File: config.mk
export PLATFORM = sky130hd
export DESIGN_NAME = gimli_lwc_buffer_in
export DESIGN_NICKNAME = d
export VERILOG_FILES = /design/src/rtl/gimli_lwc_buffer_in.sv
export SDC_FILE = /design/constraint.sdc
export NUM_CORES = 1
export LEC_CHECK = 0
export CAP_MARGIN = 0
export CORE_AREA = 4 4 115 200
export CTS_CLUSTER_DIAMETER = 200
export DETAILED_ROUTE_END_ITERATION = 10
export DIE_AREA = 0 0 119 204
export HOLD_SLACK_MARGIN = 0.02
export SETUP_SLACK_MARGIN = 0.3
export SYNTH_ARGS = -nofsm -noshare
export SYNTH_HDL_FRONTEND = slang
export SYNTH_SLANG_ARGS = --single-unit
File: constraint.sdc
create_clock -name clk -period 2.6 [get_ports clk]
set_input_delay 0.52 -clock clk [delete_from_list [all_inputs] [get_ports clk]]
set_output_delay 0.52 -clock clk [all_outputs]
set_load 0.02 [all_outputs]
File: src/rtl/gimli_lwc_buffer_in.sv
// gimli_lwc_buffer_in
// Packs a stream of G_WIDTH-bit words into 4-word blocks for the Gimli LWC core.
// A block is presented when it holds four words or when the message ends early.
// Unwritten word slots read as zero. Each presented block carries its word count
// and an end-of-message flag. A new word can be accepted in the same cycle that
// the held block is released, so back-to-back traffic runs without bubbles.
module gimli_lwc_buffer_in #(
    parameter int G_WIDTH = 32
) (
    input  logic                   clk,
    input  logic                   rst,
    input  logic [G_WIDTH-1:0]     din,
    input  logic                   din_last,
    input  logic                   din_valid,
    output logic                   din_ready,
    output logic [4*G_WIDTH-1:0]   dout,
    output logic [2:0]             dout_size,
    output logic                   dout_last,
    output logic                   dout_valid,
    input  logic                   dout_ready
);

    typedef enum logic {
        FILL = 1'b0,
        FULL = 1'b1
    } state_t;

    state_t               state_q, state_d;
    logic [2:0]           count_q, count_d;
    logic [4*G_WIDTH-1:0] data_q,  data_d;
    logic                 last_q,  last_d;
    logic                 accept;

    // Handshake: always ready while filling. While full, a slot only frees up when the consumer takes the block.
    assign din_ready = (state_q == FILL) || dout_ready;
    assign accept    = din_valid && din_ready;

    // Next-state and block assembly
    always_comb begin
        // NOTE: every variable written here takes its default first. Any path that
        // leaves a variable unassigned would otherwise infer a latch.
        state_d = state_q;
        count_d = count_q;
        data_d  = data_q;
        last_d  = last_q;

        case (state_q)
            FILL: begin
                if (accept) begin
                    for (int k = 0; k < 4; k++) begin
                        if (count_q[1:0] == 2'(k)) begin
                            data_d[k*G_WIDTH +: G_WIDTH] = din;
                        end
                    end
                    count_d = count_q + 3'd1;
                    if (count_q == 3'd3 || din_last) begin
                        state_d = FULL;
                        last_d  = din_last;
                    end
                end
            end
            FULL: begin
                if (dout_ready) begin
                    // The consumer takes the block. Start again from an all-zero block.
                    state_d = FILL;
                    count_d = 3'd0;
                    data_d  = '0;
                    last_d  = 1'b0;
                    if (din_valid) begin
                        // A word arriving in the same cycle goes into slot 0 of the fresh block.
                        data_d[G_WIDTH-1:0] = din;
                        count_d             = 3'd1;
                        if (din_last) begin
                            state_d = FULL;
                            last_d  = 1'b1;
                        end
                    end
                end
            end
            default: state_d = FILL;
        endcase
    end

    // State register with synchronous reset
    always_ff @(posedge clk) begin
        // NOTE: the data register is included in the reset. A discarded block
        // must read as zero, not as stale words.
        if (rst) begin
            state_q <= FILL;
            count_q <= 3'd0;
            data_q  <= '0;
            last_q  <= 1'b0;
        end else begin
            // NOTE: sequential state uses non-blocking assignments only. All
            // flops therefore update together from the values present before the edge.
            state_q <= state_d;
            count_q <= count_d;
            data_q  <= data_d;
            last_q  <= last_d;
        end
    end

    assign dout       = data_q;
    assign dout_valid = (state_q == FULL);
    assign dout_size  = (state_q == FULL) ? count_q : 3'd0;
    assign dout_last  = last_q;

endmodule

Yosys cells after proc, flatten, opt, wreduce, memory -nomap -nowiden
Index checks and enable logic that the tools add are counted.

word-level totals
  input bits = 37
  register bits = 133
  logic and storage cells = 53
  output and inout bits = 134

operators by class
  equality and inequality tests = 11
  bitwise logic cells = 1
  mux-type cells = 23
  reductions and logical operators = 10
  add/sub/neg operators = 1

operators by type and width
  kind                                                                    count
  128-bit 2-to-1 mux                                                      2
  128-bit case mux with 2 select lines                                    1
  32-bit 2-to-1 mux                                                       5
  3-bit AND reduction                                                     5
  2-bit by 1-bit != test with 1-bit output (second input constant)        5
  1-bit 2-to-1 mux                                                        9
  3-bit 2-to-1 mux                                                        3
  3-bit case mux with 2 select lines                                      1
  2-bit equality test (second input constant)                             2
  2-bit != test (second input constant)                                   2
  1-bit case mux with 2 select lines                                      2
  3-bit by 1-bit adder with 3-bit output (second input constant)          1
  3-bit by 2-bit equality test with 1-bit output (second input constant)  1
  2-bit by 1-bit equality test with 1-bit output (second input constant)  1
  2-bit zero test                                                         1
  1-bit logical OR                                                        2
  2-bit AND reduction                                                     1
  1-bit logical AND                                                       1
  1-bit NOT                                                               1

Depth between registers and ports, before layout
  depth after elaboration = 5
  depth in mapped cells = 7
  mapped depth without buffers = 5

Worst setup path after synthesis
Ideal clock, no wire load.

  kind = register to output
  from = register state_q (netlist: dout_valid)
  to = output dout_size[0]
  cell stages (with the launch flop) = 3
  data arrival time = 931 ps
  required time = 2080 ps
  path slack = 1149 ps
  path buffers = 1
  cell sequence = dfxtp_1 buf_6 and2_1

between the ends
  word-level cells in the longest chain between the ends = 1

ends and longest elaborated chain
  item                    line  text
  start, declared         28    state_t state_q, state_d;
  start signal, assigned  96    state_q <= state_d;
  3-bit 2-to-1 mux        105   assign dout_size = (state_q == FULL) ? count_q : 3'd0;
  end, declared           17    output logic [2:0] dout_size,

Every way passes these cells.

Final worst setup path
  from = register state_q (netlist: dout_valid)
  to = output dout_size[1]

The elaborated chain is that of the path after synthesis.

==> impl_metrics.toml <==
[route]
viasPerCell = 4.62
dr.pass1.iters = 4
via_count = 4941
drc = 0
ant_nets = 0
wl_per_cell_um = 18.1
drtIter0Drc = 301
drt_wl_total_um = 19400

[cts]
cts_setup_buffers = 0
cts_tree = "done"
cts_buffer_depth = 2
cts.sinks = 133
h-tree-depth = 4
cts_buffers = 17
clkLatencyLatePin_ns = 0.42
clock-root-buffer = "clkbuf_16"
clk_pin_slew_ns = 0.06

[synth]
syn_area_per_cell_sq_um = 8.56
seq_area_frac_synth_pct = 50.5
synth_most_common_cell = "dfxtp_1"
ys.flop_type = "dfxtp_1"
synth_nets = 658
yosysTopAreaCell = "dfxtp_1"
async_flop_share_pct = 0
synth_top_family_by_area = "simple AND/OR/NAND/NOR gates"
synth_cells = 616
synth-simple-area-share_pct = 23.9
synth_edf_count = 0
synth_seq_cells = 133
synth_cell_types = 27
synth_top_area_share_pct = 50.5
synthAdderAreaFrac_pct = 1.19
synthTopCellsByArea = "dfxtp_1, nand3_1, a21oi_1, nand2_1, mux2i_1"
synthesis.area_sq_um = 5270
synth_mux_area_share_pct = 6.26
synth_commonest_cells = "dfxtp_1, nand2_1, nand3_1"
synth-xor-area-share_pct = 0
yosysWarnings = 0
synth_compound_area_share_pct = 10.6

[setup_path]
r2r_slack_ns = 0.93
critPathRequiredTime_ns = 2.08
endpoint = "dout_size[1]"
reg2regPathDepth = 5
crit_start = "dout_valid$_SDFF_PP0_"
cp_max_fo = 6
critPathKind = "reg -> out"
end_kind = "primary output"
cp.arrival_ns = 1.66
reg2reg_from = "count_q[0]$_SDFFE_PP0P_"
cp-start-kind = "register"
r2r-end = "dout[106]$_SDFFE_PP0P_"

[global_routing]
grt_pass1_vias = 4868
busiest_layer = "met2"
grt-ovfl-total = 0
grt.met2_usage_pct = 29.5
grt_start_max_net_pins = 66
grt_antenna_before_repair = 0
grtUsageMet1_pct = 16.4
grt_use_met3_pct = 4.62
grtUsageTotal_pct = 16.0
grt_pass1_wl_um = 29500

[finish]
synthToLayoutAreaGrowth_pct = 48.9
final-seq-area_sq_um = 2660
drive_gt1_share_pct = 7.85
fillCellCount = 2196
multi_input_area_sq_um = 2210
antenna_cells = 0
nets = 806

[sta]
period_needed_ns = 2.18
fmax_mhz = 458
worst_clock_skew_ns = 0.0119
finalSetupViolations = 0
setup_slack_ns = 0.416
hold_viol = 0
rsz0062_at_grt = "no"
drv_slew = 0
slew_headroom_pct = 51.8
setup_tns_ns = 0
period_share_pct = 84.0
worstMarginPinSlew_ns = 0.724

[floorplanning]
die_y_um = 204
initial_core_util_pct = 24.6
num_rows = 71
die_w_um = 119
die-area_sq_um = 24300
core_sq_um = 21400
ios = 171

[pwr]
vdd_drop_max_mv = 0.267
finalPower_mw = 5.44
switching_share_pct = 24.9
power_frac_comb_pct = 12.3
seqPwrFrac_pct = 39.8
pwr-share-clk_pct = 48.0
p_leak_nw = 2.73
p_switching_mw = 1.35
internal-power_mw = 4.09
power.density_nw_per_um2 = 693

[place]
place.gp.congestion = 0.864
port_buffers = 170
dp_hpwl_um = 13700
pre_cts_ws_ns = 0.282

[status]
status = "finished, final reports clean"

[flow_run]
maxCapViolations = 0

[worst_hold_path]
holdCritPathClass = "reg -> reg"
per-stage QoR:
step	hold WS, ns	util [%]	instance area, sq um	std cells
floorplan	0.479	-	5270	616
global placement	0.441	33.7	7210	1037
detailed placement	0.447	33.7	7210	1037
CTS	0.460	36.7	7850	1069
global route	0.482	36.7	7860	1069
finish	0.457	36.7	7860	1069
final cells by class:
class / count / area share (%)
Sequential cell: 133 / 33.9
Clock inverter: 11 / 2.18
Clock buffer: 21 / 5.99
Multi-Input combinational cell: 418 / 28.2
Timing Repair Buffer: 188 / 24.8
Tap cell: 292 / 4.65
Inverter: 6 / 0.287
logic make-up (layout without fill, tap and decap cells):
family	after synthesis	in the layout
compound gates	106	106
fa+ha+maj	5	5
buf+inv	65	226
flops	133	133
mux	33	33
simple gates	274	274
worst min-delay path by stage:
stage                                        from                 endpoint  slack [ns]  cells after the start
after floorplan           count_q[2]$_SDFFE_PP0P_  count_q[2]$_SDFFE_PP0P_        0.48                      2
after global placement      dout[22]$_SDFFE_PP0P_    dout[22]$_SDFFE_PP0P_        0.44                      2
after detailed placement    dout[10]$_SDFFE_PP0P_    dout[10]$_SDFFE_PP0P_        0.45                      2
after CTS                    dout[0]$_SDFFE_PP0P_     dout[0]$_SDFFE_PP0P_        0.46                      2
after global routing        dout[10]$_SDFFE_PP0P_    dout[10]$_SDFFE_PP0P_        0.48                      2
final                       dout[24]$_SDFFE_PP0P_    dout[24]$_SDFFE_PP0P_        0.46                      2
state kept, by name, summed over array words and instances (netlist names):
| name | count |
|---|---|
| dout | 128 |
| count_q | 3 |
| dout_last | 1 |
| dout_valid | 1 |
layer usage:
layer  up-vias  share of wire, %  wire [um]
met1      2350                37       7110
met3        31               5.5       1060
met2       163                54      10500
met5         -                 0          0
li1       2397                 -          -
met4         0               3.8        731
power groups by stage:
| stage | clock, mW | sequential [mW] | combinational (mW) |
|---|---|---|---|
| 2_1_floorplan | 0 | 2.29 | 0.271 |
| 6_report | 2.61 | 2.17 | 0.667 |
| 4_1_cts | 2.69 | 2.17 | 0.679 |
| 3_3_place_gp | 0 | 2.21 | 0.673 |
| 3_5_place_dp | 0 | 2.21 | 0.677 |
| 5_1_grt | 2.76 | 2.17 | 0.715 |
worst max-delay path: stages (launching register included):
cell and delay (ns):
dfxtp_1 0.44, and2_1 0.17, clkdlybuf4s50_1 0.63
cell usage in the layout, fill, tap and decap left out, types with 4 or more instances in the layout:
cell type,Yosys,final
buf_4,5,10
and2_1,4,4
buf_12,3,9
bufinv_16,0,4
dfxtp_1,133,133
mux2i_1,33,33
ha_1,5,5
inv_1,6,5
clkbuf_16,0,17
nand3_1,128,128
a21oi_1,98,98
clkdlybuf4s50_1,0,168
nand2_1,128,128
what timing repair did:
| action | CTS | global route |
|---|---|---|
| endpoints found under the hold margin | 0 | 0 |
| gates resized for setup | 0 | 1 |
| hold buffers | 0 | 0 |
| setup endpoints to repair | 0 | 1 |
Note: power is estimated with default switching activity, not from simulation.
